### src/rtl/multisim_pkg.sv
// Shared types for the multisim client: stream word, message header layout
// and packer FSM states.
package multisim_pkg;

   typedef bit [63:0] mword_t;

   typedef struct packed {
      logic [15:0] magic;
      logic [15:0] seq;
      logic [15:0] len;
      logic [15:0] rsvd;
   } msg_hdr_t;

   localparam logic [15:0] MAGIC_DEFAULT = 16'hA55A;

   typedef enum logic [1:0] {
      IDLE,
      HEADER,
      PAYLOAD
   } state_t;

endpackage

### src/rtl/multisim_client_msg_packer.sv
// Serialises whole messages into a header word plus payload words on a
// 64-bit valid/ready stream, tagging each message with a sequence number.
//
// state   | meaning
// IDLE    | waiting for a message; msg_rdy high
// HEADER  | header word presented on data
// PAYLOAD | held payload word idx presented on data
module multisim_client_msg_packer
   import multisim_pkg::*;
#(
   parameter int          MAX_WORDS = 8,
   parameter logic [15:0] MAGIC     = MAGIC_DEFAULT
) (
   input  logic                    clk,
   input  logic                    rst,
   input  logic                    msg_vld,
   output logic                    msg_rdy,
   input  logic [15:0]             msg_len,
   input  logic [MAX_WORDS*64-1:0] msg_data,
   output logic                    data_vld,
   input  logic                    data_rdy,
   output logic [63:0]             data,
   output logic [15:0]             seq_num,
   output logic                    err_len
);

   localparam int          IDX_W   = (MAX_WORDS > 1) ? $clog2(MAX_WORDS) : 1;
   localparam logic [15:0] MAX_LEN = 16'(MAX_WORDS);

   state_t      state;
   mword_t      hold [MAX_WORDS];
   logic [15:0] len_q;
   logic [15:0] idx;
   logic [15:0] idx_nxt;
   logic [15:0] len_eff;
   logic        accept;
   logic        xfer;
   msg_hdr_t    hdr;

   assign msg_rdy = (state == IDLE) && !rst;
   assign accept  = msg_vld && msg_rdy;
   assign xfer    = data_vld && data_rdy;
   assign len_eff = (msg_len > MAX_LEN) ? MAX_LEN : msg_len;
   assign idx_nxt = idx + 16'd1;

   always_comb begin
      hdr       = '0;
      hdr.magic = MAGIC;
      hdr.seq   = seq_num;
      hdr.len   = len_eff;
      hdr.rsvd  = 16'h0000;
   end

   // Payload is only captured on acceptance, so upstream may change msg_data freely while busy.
   always_ff @(posedge clk) begin
      if (accept) begin
         for (int i = 0; i < MAX_WORDS; i++) begin
            hold[i] <= msg_data[i*64 +: 64];
         end
      end
   end

   always_ff @(posedge clk) begin
      if (rst) begin
         state    <= IDLE;
         data_vld <= 1'b0;
         data     <= '0;
         seq_num  <= '0;
         err_len  <= 1'b0;
         len_q    <= '0;
         idx      <= '0;
      end else begin
         case (state)
            IDLE: begin
               if (accept) begin
                  len_q    <= len_eff;
                  data     <= hdr;
                  data_vld <= 1'b1;
                  state    <= HEADER;
                  if (msg_len > MAX_LEN) begin
                     err_len <= 1'b1;
                  end
               end
            end
            HEADER: begin
               if (xfer) begin
                  if (len_q == 16'd0) begin
                     state    <= IDLE;
                     data_vld <= 1'b0;
                     data     <= '0;
                     seq_num  <= seq_num + 16'd1;
                  end else begin
                     state <= PAYLOAD;
                     idx   <= '0;
                     data  <= hold[0];
                  end
               end
            end
            PAYLOAD: begin
               if (xfer) begin
                  if (idx == len_q - 16'd1) begin
                     state    <= IDLE;
                     data_vld <= 1'b0;
                     data     <= '0;
                     seq_num  <= seq_num + 16'd1;
                  end else begin
                     idx  <= idx_nxt;
                     data <= hold[idx_nxt[IDX_W-1:0]];
                  end
               end
            end
            default: begin
               state    <= IDLE;
               data_vld <= 1'b0;
            end
         endcase
      end
   end

endmodule

### config.mk
export PLATFORM = sky130hd
export DESIGN_NAME = multisim_client_msg_packer
export DESIGN_NICKNAME = d
export VERILOG_FILES = /design/src/rtl/multisim_pkg.sv /design/src/rtl/multisim_client_msg_packer.sv
export SDC_FILE = /design/constraint.sdc
export NUM_CORES = 1
export LEC_CHECK = 0
export BUFFER_PORTS_ARGS = -buffer_cell sky130_fd_sc_hd__buf_2
export CORE_AREA = 5 5 247 273
export DETAILED_ROUTE_END_ITERATION = 10
export DIE_AREA = 0 0 252 278
export PLACE_DENSITY = 0.68
export SLEW_MARGIN = 40
export SYNTH_ARGS = -nofsm -noshare
export SYNTH_HDL_FRONTEND = slang
export SYNTH_SLANG_ARGS = --single-unit
### constraint.sdc
create_clock -name clk -period 14.1 [get_ports clk]
set_clock_uncertainty 0.2 [all_clocks]
set_input_delay 0.705 -clock clk [delete_from_list [all_inputs] [get_ports clk]]
set_output_delay 0.705 -clock clk [all_outputs]
set_load 0.01 [all_outputs]
======== Yosys cells after proc, flatten, opt, wreduce, memory -nomap -nowiden ========
Memory sizes are Yosys's and may differ from the RTL's.
Index checks and enable logic that the tools add are counted.
operators by class
  $add $sub $neg .......................... 3
  $lt $le $gt $ge ......................... 1
  equal/unequal tests ..................... 10
  multiplexer cells ....................... 31
  reductions and logical operators ........ 15
operators with widths
  cell                     count
  $mux W64                 5
  $pmux W64 S3             1
  $mux W16                 9
  $pmux W16 S2             2
  $add A16 B1 Y16 const B  2
  $eq A16 B16 Y1           1
  $gt A16 B4 Y1 const B    1
  $logic_not A16 Y1        1
  $sub A16 B1 Y16 const B  1
  $reduce_and A5 Y1        3
  $ne A2 B2 Y1 const B     7
  $mux W2                  5
  $reduce_and A4 Y1        2
  $mux W1                  7
  $pmux W2 S3              1
  $logic_and A1 B1 Y1      3
  $pmux W1 S3              1
  $reduce_and A3 Y1        1
  $reduce_bool A3 Y1       1
  $eq A2 B1 Y1 const B     1
  $eq A2 B2 Y1 const B     1
  $logic_not A2 Y1         1
  $reduce_and A2 Y1        1
  $reduce_bool A2 Y1       1
  $logic_not A1 Y1         1
word-level totals
  register bits ........................... 116
  memory bits (writable) .................. 512
  input bits .............................. 532
  output and inout port bits .............. 83
  logic and storage cells ................. 68
  memories kept ........................... 1
memory list
  memory  words  width  rd ports  clocked after Yosys merged registers in  wr ports  RTL line                          RTL
  hold    8      64     2         0                                        8         multisim_client_msg_packer.sv:31  mword_t hold [MAX_WORDS];

======== Longest topological paths before layout ========
Gate-level depths: netlist (run 1).
  depth in word-level cells ............... 5
  gate-level depth with buffers ........... 12
  depth with buffers taken out ............ 10

======== Worst setup path after synthesis (run 1) ========
Ideal clock, no wire load.
  kind .................................... input to register
  start ................................... input rst
  end ..................................... register len_q[4]
  library setup time ...................... 0.129 ns
  arrival ................................. 11.995 ns
  data required time ...................... 13.771 ns
  path slack .............................. 1.776 ns
  stages .................................. 6
  cell sequence ........................... clkbuf_1 -> nor2b_1 -> nand2_1 -> inv_1 -> nor2_1 -> and2_1
between the ends
  cells in the longest elaborated chain, start to end .. 4
RTL lines
  item                         RTL line                          RTL
  start: declaration           multisim_client_msg_packer.sv:15  input logic rst,
  $logic_not A1 Y1             multisim_client_msg_packer.sv:40  assign msg_rdy = (state == IDLE) && !rst;
  $logic_and A1 B1 Y1          multisim_client_msg_packer.sv:40
  via msg_rdy                  multisim_client_msg_packer.sv:17  output logic msg_rdy,
  $logic_and A1 B1 Y1          multisim_client_msg_packer.sv:41  assign accept = msg_vld && msg_rdy;
  via accept                   multisim_client_msg_packer.sv:36  logic accept;
  $reduce_and A2 Y1 (no line)  -
  end signal: assignment       multisim_client_msg_packer.sv:76  len_q <= len_eff;
  end: declaration             multisim_client_msg_packer.sv:32  logic [15:0] len_q;
The timed path passes the listed nets, and every way through them passes these cells.
A chain may end at the register's enable or synchronous reset.

======== Worst setup path after layout (run 1) ========
  start ................................... register len_q[0]
  end ..................................... register data[24]
between the ends
  cells in the longest elaborated chain, start to end .. 5
RTL lines
  item                    RTL line                           RTL
  $sub A16 B1 Y16         multisim_client_msg_packer.sv:101  if (idx == len_q - 16'd1) begin
  $eq A16 B16 Y1          multisim_client_msg_packer.sv:101
  $mux W64                multisim_client_msg_packer.sv:101
  $mux W64                multisim_client_msg_packer.sv:100  if (xfer) begin
  $pmux W64 S3 (*)        multisim_client_msg_packer.sv:73   case (state)
  end signal: assignment  multisim_client_msg_packer.sv:77   data <= hdr;
  end signal: assignment  multisim_client_msg_packer.sv:95   data <= hold[0];
  end signal: assignment  multisim_client_msg_packer.sv:108  data <= hold[idx_nxt[IDX_W-1:0]];
  end: declaration        multisim_client_msg_packer.sv:22   output logic [63:0] data,
Every way passes the cells marked *; elsewhere a longest branch is shown, timed or not. The select of a mux whose other input is x is not followed.

==> results of run 1 <==
==> metal layers <==
| metal | up-vias | share of wire, % | track usage, % |
|---|---|---|---|
| li1 | 7056 | - | - |
| met4 | 14 | 2.2 | 5.50 |
| met2 | 696 | 52 | 35.1 |
| met1 | 7901 | 37 | 23.9 |
| met3 | 125 | 8.3 | 5.29 |
| met5 | - | 0.12 | 0 |
==> worst reg2reg max path: stages (launching register included) <==
cell     delay (ps)
dfxtp_1         360
inv_1           100
ha_1            220
nor3b_2         400
nand4_1         320
or3b_1          430
a31oi_1         210
nor2_1          120
o21ai_2         560
or3_4           580
o21ai_0         250
==> synthesized netlist by cell type (all sizes together), types with 3 or more instances <==
cell type	instances	area [µm²]
inv	12	45.0
edfxtp	512	15400
and4	4	35.0
a211o	3	26.3
a21oi	44	220
mux2	31	349
and4b	3	30.0
nor3	17	96.4
o21ai	62	314
mux2i	41	410
clkbuf	66	251
and2	14	87.6
nand2	65	244
nand4	14	87.6
a31oi	3	18.8
a221oi	10	87.6
nor2b	6	37.5
xnor2	15	131
nand3	18	90.1
o31ai	15	113
mux4	128	2880
o211ai	6	45.0
nor4	8	50.1
buf	19	82.6
and3	5	31.3
nand3b	17	128
a22oi	36	270
or3	13	81.3
o221ai	3	26.3
ha	7	87.6
nor2	59	221
o41ai	16	148
xor2	5	43.8
or4	21	161
dfxtp	116	2320
==> layout make-up <==
type                    count  area share (%)
clock buffers              83            5.88
well taps                 850            3.40
flip-flops and latches    628            56.6
clock inverters            45            1.80
multi-input cells         703            21.6
repair buffers            634            10.5
diodes                     11          0.0880
inverters                  12           0.184
==> sequential cells by signal, indices dropped and copies added, names as in the netlist <==
signal	flops
len_q	16
seq_num	16
data	64
err_len	1
data_vld	1
idx	16
state	2
hold	512
==> power breakdown <==
| part | switching, mW | leakage (nW) | internal, mW |
|---|---|---|---|
| sequential | 0.0648 | 5.67 | 2.23 |
| combinational | 0.392 | 4.36 | 0.222 |
| clock | 0.758 | 1.20 | 1.13 |
==> logic make-up after synthesis <==
family,count (synthesis)
flip-flops,628
adder cells (fa/ha/maj),7
multiplexers,200
XOR/XNOR,20
buffers and inverters,97
AO/OA/AOI/OAI,208
AND/OR/NAND/NOR,268
==> path summary, 6_finish.rpt <==
| kind | cells past startpoint | to | from | slack, ps |
|---|---|---|---|---|
| worst max-delay path | 10 | data[24]$_SDFFE_PP0P_ | len_q[0]$_SDFFE_PP0P_ | 10220 |
| worst min-delay path | 1 | hold[2][5]$_DFFE_PP_ | msg_data[133] | 70 |
| worst max register to register | 10 | data[24]$_SDFFE_PP0P_ | len_q[0]$_SDFFE_PP0P_ | 10220 |
| worst min register to register | 2 | data[22]$_SDFFE_PP0P_ | data[22]$_SDFFE_PP0P_ | 290 |
==> through the flow <==
step                      hold WS [ps]  worst slack, ps
final                             69.4            10220
after CTS                         27.2            10170
after detailed placement           274             9810
after global routing              36.6             9930
after floorplan                    261             1780
after global placement             265             9590
==> run summary, run 1 <==
CP required - 14360 ps
Cells after Synth - 1428
Tcrit/Tclk final - 27.5%
Commonest non-fill, non-tap cell in the layout - buf_2
Sink Count - 628
Total CTS buffers - 69
Number of flops mapped to enable cells by yosys - 512
Maximum vdd ir drop - 0.124 mV
Critical path's largest stage delay - 570 ps
Worst-path clk slew - 60 ps
Main synth FF type - edfxtp_1
Final setup violation count - 0
Synth unique cells - 56
Final net count - 2587
Die area - 0.0701 mm²
Critical path class - flop to flop
Synthesized cell area - 0.0248 mm²
Placed Cells - 2825
Layout cells sized above 1 - 44.0%
Ports - 615
GRT Util Overall - 19.8%
Total core area - 0.0644 mm²
Post-route cell area - 0.0313 mm²
Critical-path maximum fanout - 36
Die Span Y - 278 µm
Post-CTS sizing - 0
Register area share after synthesis - 71.5%
Worst skew pair latency - 600 ps
Synthesized flop and latch total - 628
Area growth syn-to-layout - 26.4%
Ys Warns - 0
H-tree Lvls - 3
Top delay family on crit path - simple AND/OR/NAND/NOR gates
Pwr per Cell Area - 154 mW/mm²
Largest family of logic cells by synthesized area - multiplexers
FF/Latch Area - 0.0177 mm²
Average size of a mapped cell - 17.3 µm²
Fill count - 5437
CTS tree - yes
Vias in the first global route - 16723
Synth Area in Adders - 0.354%
Post-DP HPWL - 51.6 mm
# DRC - 0
Worst-margin pin slew - 838 ps
Die W - 252 µm
Max Clk Rate - 257 MHz
CP Cell Sequence - inv_1 > ha_1 > nor3b_2 > nand4_1 > or3b_1 > a31oi_1 > nor2_1 > o21ai_2 > or3_4 > o21ai_0
Hold Crit Class - primary input to flop
DR vias - 15792
CTS Buffer Depth - 3
Worst Path Arrival - 4140 ps
Max-slew violation count - 0
Multiplexer area fraction after synthesis - 14.7%
Total chip power - 4.80 mW
Synth Area in XOR/XNOR - 0.707%
Global-route wire length before repair - 105 mm
Final min period - 3880 ps
Via-per-instance ratio - 5.32
Starting DRC count in detailed routing - 1250
Largest net degree at the start of global routing - 148
Post-synthesis compound-gate area fraction - 5.50%
Leak pwr - 11.2 nW
Total negative slack - 0 ps
Crit end category - flop
Slowest CP cell - or3_4
Max-cap viol count - 0
Post-Route Utilization - 48.6%
Post-CTS setup repair buffer count - 0
Hold Buf Count CTS - 0
GR Overflow Total - 0
Setup crit start kind - flop
RSZ-0062 raised after global routing - false
Syn_nets - 1967
CP bufs+invs - 1
Status - completed
Most frequent cells in the layout - buf_2 (614), edfxtp_1 (512), mux4_2 (128), dfxtp_1 (115), clkbuf_16 (70)
Total routed wirelength - 71.6 mm
Placed Area - 0.0288 mm²
Root buf cell - clkbuf_16
1st-pass router iterations - 5
Post-Synth Simple-Gate Area - 5.73%
Non-Filler Instances - 2966
Initial antenna violation count - 25
Drt wl/cell - 24.2 µm
Antenna viol nets, final - 0
Multi-input logic area - 0.00676 mm²
RePlAce Congestion - 0.851
Rows - 98
Async SR Flop Fraction - 0%
Initial core utilization - 38.5%
Worst slew margin - 44.0%
Buffers on Ports - 614
Hold Vio Cnt, Final - 0
(Power assumes the default switching activity.)
==> inputs of run 2 (changes only) <==
- clock period: 14.1 -> 3.9 ns (I/O delays scaled with it)
==> run 2 against run 1 <==
Compared with the run above:
- wire length grew 20%
- register-to-register slack lost 9900 ps
- power grew to 3.7 times the previous value
- clock-buffer cell count grew 11
- maximum frequency grew 7.5%
- cell count grew 18%
- setup slack lost 9900 ps
- sequential share of layout area shrank 8.2 points
- worst hold slack gained 9.4 ps
- cell area grew 17%
- highest routed layer unchanged
==> run summary, run 2 (synthesis gave the netlist of run 1 again) <==
Status - completed
Biggest register - hold
1st-pass router iterations - 5 (unchanged)
Starting DRC count in detailed routing - 1717 (+37%)
Commonest non-fill, non-tap cell in the layout - buf_2
Total negative slack - 0 ps (unchanged)
Largest net degree at the start of global routing - 127 (-14%)
Setup crit start kind - flop
Tcrit/Tclk final - 92.6% (+65 points)
Hold Crit Class - primary input to flop
Rows - 98 (unchanged)
Global-route wire length before repair - 126 mm (+20%)
Total core area - 0.0644 mm² (unchanged)
RePlAce Congestion - 0.879 (+3.3%)
Final net count - 3127 (+21%)
Pwr per Cell Area - 482 mW/mm² (+210%)
CTS Buffer Depth - 3 (unchanged)
Leak pwr - 13.4 nW (+20%)
Crit end category - flop
CTS tree - yes
RR Startpoint - len_q[0]$_SDFFE_PP0P_
Worst-path clk slew - 60 ps (about the same)
Total routed wirelength - 86.0 mm (+20%)
FF-to-FF path depth - 12 (+2)
Worst-margin pin slew - 943 ps (+105 ps)
Hold Vio Cnt, Final - 0 (unchanged)
# DRC - 0 (unchanged)
Area growth syn-to-layout - 47.9%
Hold wc startpoint - msg_len[11]
Critical path startpoint - len_q[0]$_SDFFE_PP0P_
GRT Util Overall - 23.6% (+3.9 points)
Total chip power - 17.6 mW (+270%)
Critical path class - flop to flop
GR Overflow Total - 0 (unchanged)
Pre-CTS setup slack - 288 ps (-9520 ps)
Via-per-instance ratio - 5.32 (-0.11%)
Buffers on Ports - 614 (unchanged)
Sink Count - 628 (unchanged)
Post-route cell area - 0.0366 mm² (+17%)
Min Hold Slack - 78.7 ps (+9.39 ps)
Vias in the first global route - 20283 (+21%)
WHS Path Cells - 5 (+4)
Number of flip-flops in the largest register - 512 (unchanged)
Ports - 615 (unchanged)
H-tree Lvls - 3 (unchanged)
Max Clk Rate - 277 MHz (+7.5%)
Die Span Y - 278 µm (unchanged)
Post-CTS sizing - 0 (unchanged)
Worst skew pair latency - 620 ps (+20 ps)
Total CTS buffers - 70 (+1.4%)
Worst slew margin - 37.1% (-6.9 points)
Die area - 0.0701 mm² (unchanged)
Largest regs - hold (512), data (64)
Max-cap viol count - 0 (unchanged)
Critical-path maximum fanout - 9 (-75%)
Layout cells sized above 1 - 35.2% (-8.8 points)
Worst reg2reg endpoint - data_vld$_SDFFE_PP0P_
Max-slew violation count - 0 (unchanged)
Hold Buf Count CTS - 529 (+529)
Initial antenna violation count - 20 (-20%)
Final min period - 3610 ps (-271 ps)
Worst R2R Setup Slack - 290 ps (-9930 ps)
Initial core utilization - 38.5% (unchanged)
Antenna viol nets, final - 0 (unchanged)
Final setup violation count - 0 (unchanged)
Maximum vdd ir drop - 0.419 mV (+240%)
Die W - 252 µm (unchanged)
DR vias - 18651 (+18%)
Most frequent cells in the layout - buf_2 (613), dlygate4sd3_1 (529), edfxtp_1 (512), mux4_2 (128), dfxtp_1 (113)
Post-CTS setup repair buffer count - 0 (unchanged)
WHS Endpoint - data[19]$_SDFFE_PP0P_
RSZ-0062 raised after global routing - false
Drt wl/cell - 24.5 µm (+1.6%)
PnR worst setup slack - 287 ps (-9930 ps)
Root buf cell - clkbuf_16
Post-DP HPWL - 53.8 mm (+4.4%)
Placed Area - 0.0290 mm² (+0.74%)
CP required - 4170 ps (-10190 ps)
Worst Path Arrival - 3890 ps (-250 ps)
## run 2: area by class of cell
cell class	count	area (µm²)
Fill cell	4740	27800
Sequential cell	628	17700
Timing Repair Buffer	1173	8740
Multi-Input combinational cell	703	6770
Clock buffer	94	1910
Tap cell	850	1060
Clock inverter	33	335
Inverter	12	48.8
Antenna cell	14	35.0
## run 2: critical path: stages (launching register included)
cell and delay (ps):
dfxtp_1 350, inv_1 90, ha_1 230, nor3b_2 390, nand4_1 290, or3b_1 410
a31oi_1 210, nor2_1 120, o21ai_2 170, buf_4 200, and4b_1 200, nor3_1 50
dlygate4sd3_1 590
## run 2: stage by stage
step	utilization (%)	instances
floorplan	-	1428
global placement	45.1	2836
detailed placement	45.1	2837
CTS	56.8	3493
global route	56.9	3505
finish	56.9	3507
## run 2: power by group
| part | leakage [nW] | total [mW] | switching (mW) | internal (mW) |
|---|---|---|---|---|
| combinational | 6.66 | 2.75 | 1.55 | 1.20 |
| clock | 1.10 | 6.53 | 2.83 | 3.70 |
| sequential | 5.67 | 8.35 | 0.275 | 8.08 |
## run 2: worst max-delay path by stage
| stage | end | depth (start not counted) |
|---|---|---|
| after floorplan | hold[0][0]$_DFFE_PP_ | 5 |
| after global placement | seq_num[5]$_SDFFE_PP0P_ | 10 |
| after detailed placement | data[48]$_SDFFE_PP0P_ | 10 |
| after CTS | data[59]$_SDFFE_PP0P_ | 10 |
| after global routing | seq_num[14]$_SDFFE_PP0P_ | 10 |
| final | data_vld$_SDFFE_PP0P_ | 12 |
## run 2: layer usage
layer | routed length [µm] | track usage (%) | up-vias
met1 | 30500 | 27.9 | 9208
met4 | 4080 | 10.6 | 4
li1 | - | - | 8119
met3 | 7630 | 5.92 | 241
met2 | 43800 | 41.0 | 1079
met5 | 24 | 0 | -
